<file path="config.mk">
export PLATFORM = sky130hd
export DESIGN_NAME = vga_timing
export DESIGN_NICKNAME = d
export VERILOG_FILES = /design/src/rtl/vga_timing.sv
export SDC_FILE = /design/constraint.sdc
export NUM_CORES = 1
export LEC_CHECK = 0
export BUFFER_PORTS_ARGS = -buffer_cell sky130_fd_sc_hd__buf_2
export CAP_MARGIN = 20
export CORE_MARGIN = 5
export CORE_UTILIZATION = 40
export DETAILED_ROUTE_END_ITERATION = 6
export HOLD_SLACK_MARGIN = 0.08
export SYNTH_ARGS = -nofsm -noshare
export SYNTH_HDL_FRONTEND = slang
export SYNTH_SLANG_ARGS = --single-unit
</file>
<file path="constraint.sdc">
create_clock -name pclk -period 4.5 [get_ports pclk]
set_input_delay 0 -clock pclk [delete_from_list [all_inputs] [get_ports pclk]]
set_output_delay 0 -clock pclk [all_outputs]
set_load 0.02 [all_outputs]
</file>
<file path="src/rtl/vga_timing.sv">
// rtl/vga_timing.sv - free-running VGA timing generator (hcount/vcount, sync, blanking, frame_start)
// Every flag is decoded from the next-state counters so the whole bus leaves the flops aligned.
module vga_timing #(
  parameter int H_ACTIVE = 800,
  parameter int H_FP     = 40,
  parameter int H_SYNC   = 128,
  parameter int H_BP     = 88,
  parameter int V_ACTIVE = 600,
  parameter int V_FP     = 1,
  parameter int V_SYNC   = 4,
  parameter int V_BP     = 23
) (
  input  logic        pclk,
  input  logic        rst,
  output logic [11:0] hcount,
  output logic        hsync,
  output logic        hblnk,
  output logic [11:0] vcount,
  output logic        vsync,
  output logic        vblnk,
  output logic        frame_start
);

  localparam int H_TOTAL = H_ACTIVE + H_FP + H_SYNC + H_BP;
  localparam int V_TOTAL = V_ACTIVE + V_FP + V_SYNC + V_BP;

  generate
    if (H_TOTAL > 4096 || V_TOTAL > 4096) begin : g_bad_mode
      $error("vga_timing: H_TOTAL and V_TOTAL must not exceed 4096");
    end
  endgenerate

  localparam logic [11:0] H_LAST   = 12'(H_TOTAL - 1);
  localparam logic [11:0] V_LAST   = 12'(V_TOTAL - 1);
  localparam logic [11:0] HB_START = 12'(H_ACTIVE);
  localparam logic [11:0] VB_START = 12'(V_ACTIVE);
  localparam logic [11:0] HS_START = 12'(H_ACTIVE + H_FP);
  localparam logic [11:0] HS_END   = 12'(H_ACTIVE + H_FP + H_SYNC - 1);
  localparam logic [11:0] VS_START = 12'(V_ACTIVE + V_FP);
  localparam logic [11:0] VS_END   = 12'(V_ACTIVE + V_FP + V_SYNC - 1);

  logic [11:0] hcount_q, hcount_d;
  logic [11:0] vcount_q, vcount_d;
  logic        hsync_q, hsync_d;
  logic        hblnk_q, hblnk_d;
  logic        vsync_q, vsync_d;
  logic        vblnk_q, vblnk_d;
  logic        frame_start_q, frame_start_d;
  logic        h_wrap, v_wrap;

  always_comb begin
    h_wrap   = (hcount_q == H_LAST);
    v_wrap   = (vcount_q == V_LAST);
    hcount_d = h_wrap ? 12'd0 : hcount_q + 12'd1;
    vcount_d = vcount_q;
    if (h_wrap) begin
      vcount_d = v_wrap ? 12'd0 : vcount_q + 12'd1;
    end
    // Decode from the values about to be registered, keeping flags in step with the counters.
    hblnk_d       = (hcount_d >= HB_START);
    vblnk_d       = (vcount_d >= VB_START);
    hsync_d       = (hcount_d >= HS_START) && (hcount_d <= HS_END);
    vsync_d       = (vcount_d >= VS_START) && (vcount_d <= VS_END);
    frame_start_d = h_wrap && v_wrap;
  end

  always_ff @(posedge pclk or posedge rst) begin
    if (rst) begin
      hcount_q      <= 12'd0;
      vcount_q      <= 12'd0;
      hsync_q       <= 1'b0;
      hblnk_q       <= 1'b0;
      vsync_q       <= 1'b0;
      vblnk_q       <= 1'b0;
      frame_start_q <= 1'b0;
    end else begin
      hcount_q      <= hcount_d;
      vcount_q      <= vcount_d;
      hsync_q       <= hsync_d;
      hblnk_q       <= hblnk_d;
      vsync_q       <= vsync_d;
      vblnk_q       <= vblnk_d;
      frame_start_q <= frame_start_d;
    end
  end

  assign hcount      = hcount_q;
  assign vcount      = vcount_q;
  assign hsync       = hsync_q;
  assign hblnk       = hblnk_q;
  assign vsync       = vsync_q;
  assign vblnk       = vblnk_q;
  assign frame_start = frame_start_q;

endmodule

</file>
==> results_dict.tcl <==
set metrics [dict create \
    final_hold_viol_count 0 \
    status "finished clean" \
    die-height_um 73.1 \
    rsz0062_at_grt "no" \
    grt_pass1_wl_um 6940 \
    busiest_layer "met2" \
    ctsResizeCount 0 \
    synthArstFlopShare 1.00 \
    crit_type "reg2reg" \
    clk_latency_ns 0.28 \
    power_frac_comb 0.017 \
    switching_power_uw 99.0 \
    grt_pass1_vias 1430 \
    endpoint_kind "flip-flop" \
    insertedDiodeCount 0 \
    vdd_ir_drop_max_uv 178 \
    relSlewSlack 0.539 \
    ys.flop_type "dfrtp_1" \
    fin_skew_ns 0.00168 \
    drc 0 \
    ctsLongestPathBuffers 2 \
    start_util 0.404 \
    cts_tree "done" \
    syn2layout_area_growth_pct 21.5 \
    syn-cell-area_mm2 0.00159 \
    ys_seq_area_frac 0.456 \
    gr-total-overflow 0 \
    startpoint_type "flip-flop" \
    min_period_ns 2.85 \
    final_nets 207 \
    clockPowerShare 0.503 \
    rrSetupSlack_ns 1.65 \
    cts_buffers 5 \
    critical_path_arrival_ns 3.01 \
    syn_inst 167 \
    met3_usage 0.0441 \
    clock-root-buffer "clkbuf_8" \
    routed_via_density 5.45 \
    core_mm2 0.00394 \
    met1_usage 0.203 \
    synth_cell_types 48 \
    regToRegStartpoint "hcount[8]$_DFF_PP0_" \
    setup_violations 0 \
    worstPathRequired_ns 4.67 \
    p_sw_frac 0.182 \
    period_share 0.633 \
    fmax_mhz 351 \
    die_area_mm2 0.00534 \
    gp_congestion 0.915 \
    avgSynthCellArea_um2 9.54 \
    whs_ns 0.317 \
    clkTransAtPathRegs_ns 0.06 \
    met2_usage 0.284 \
    post-cts-setup-buffer-count 0 \
    p_leak_uw 0.000989 \
    multi_input_area_um2 779 \
    ys_seq_elements 29 \
    cp-startpoint "hcount[8]$_DFF_PP0_" \
    p_int_uw 444 \
    tightest_slew_ns 0.686 \
    drt-total-wl_um 4030 \
    dp_hpwl_um 3080 \
    synth.top_cell.area_share 0.456 \
    yosysTopAreaCell "dfrtp_1" \
    ant_nets 0 \
    drt_iter0_drc 76 \
    netlist_top_cells_count "29 x dfrtp_1, 19 x nand2_1, 17 x inv_1, 9 x nand3_1, 9 x xor2_1" \
    port_buffers 30 \
    cap_violations 0 \
    track_usage 0.171 \
    tns_ns 0 \
    synth_most_common_cell "dfrtp_1" \
    rr_worst_depth 6 \
    regArea_um2 726 \
    hold_class "in2async" \
    endpoint "vsync$_DFF_PP0_" \
    antenna_found_initial 0 \
    h-tree-depth 2 \
    hold_buffers 1 \
    core.rowCount 23 \
    nFillCells 392 \
    power.share.sequential 0.480 \
    ys_warn_count 0 \
    synth_nets 172 \
    r2r_end "vsync$_DFF_PP0_" \
    clock-sinks 29 \
    path_max_fanout 6 \
    io_pins 31 \
    synth_edf_count 0 \
    via_count 1379 \
    drive_gt1_frac 0.227 \
    synth_area_leaders "dfrtp_1 46%, xor2_1 4.9%, nand2_1 4.5%" \
    first_pass_iters 4 \
    powerDensity_mw_per_mm2 281 \
    drv_slew 0 \
    chipWidth_um 73.1 \
    post_drt_wl_per_cell_um 15.9 \
    grt_max_degree 19 \
]
[cells in the final DEF, fill, tap and decap left out, types with 2 or more instances in the layout]
cell type	Yosys	layout
xor2_1	9	9
clkbuf_8	0	6
nand4b_1	2	2
a31oi_1	3	3
xnor2_1	5	5
nor2_1	8	8
or3_1	2	2
inv_1	17	17
nand4_1	3	3
nor4_1	5	5
or2_2	2	2
nand3_1	9	9
o22ai_1	2	2
buf_2	1	30
o21ai_0	4	4
ha_1	3	3
dfrtp_1	29	29
nor3_1	4	4
and4_1	5	5
o21ai_1	2	2
nand2_1	19	19
and3_1	4	4
or4_1	2	2
[cell type report]
cell class	count	area share
clock buffers	7	0.0446
clock inverters	1	0.0155
inverters	17	0.0330
multi-input cells	117	0.403
flip-flops and latches	29	0.375
well taps	50	0.0323
repair buffers	32	0.0970
[per-layer routing]
metal / vias to the layer above / wire (um)
met2: 43 / 2000
met4: 0 / 119
met3: 12 / 212
met1: 654 / 1700
met5: - / 0
li1: 670 / -
[worst min-delay path by stage]
stage / start / endpoint / slack [ns] / cells after the start
global route: rst / vcount[0]$_DFF_PP0_ / 0.38 / 3
CTS: rst / vcount[0]$_DFF_PP0_ / 0.32 / 3
detailed placement: rst / vcount[8]$_DFF_PP0_ / 0.07 / 2
floorplan: rst / frame_start$_DFF_PP0_ / 0.08 / 1
finish: rst / vcount[8]$_DFF_PP0_ / 0.32 / 3
global placement: rst / vcount[10]$_DFF_PP0_ / 0.32 / 2
[worst max-delay path: stages, from the launching register on]
cell,delay [ns]
dfrtp_1,0.42
or4b_1,0.64
nor3_1,0.61
nand2_1,0.24
o22ai_1,0.32
nand4b_1,0.19
a2111oi_2,0.31
[cell families after synthesis]
family,count (synthesis),share of synthesized area
adder cells (fa/ha/maj),3,0.0236
AO/OA/AOI/OAI,27,0.130
AND/OR/NAND/NOR,72,0.252
multiplexers,1,0.00707
flip-flops,29,0.456
buffers and inverters,21,0.0550
XOR/XNOR,14,0.0770
[metrics by stage]
step	std cells	setup WS, ns	util	power, uW	instance area (um2)
after floorplan	167	1.93	-	269	1590
after global placement	243	1.87	0.452	271	1780
after detailed placement	244	1.74	0.459	274	1810
after CTS	253	1.72	0.491	551	1940
after global routing	253	1.44	0.491	565	1940
final	253	1.65	0.491	543	1940
[state kept, by name (all words and copies together), names as in the netlist]
register,count
vcount,12
frame_start,1
vsync,1
hblnk,1
hsync,1
vblnk,1
hcount,12
[power by group through the flow]
stage / Combinational, uW / Sequential [uW] / Clock, uW
6_report: 9.05 / 261 / 273
5_1_grt: 10.7 / 261 / 294
4_1_cts: 9.48 / 261 / 281
3_5_place_dp: 8.80 / 266 / 0
3_3_place_gp: 5.67 / 266 / 0
2_1_floorplan: 3.86 / 266 / 0
Note: power is estimated with default switching activity, not from simulation.
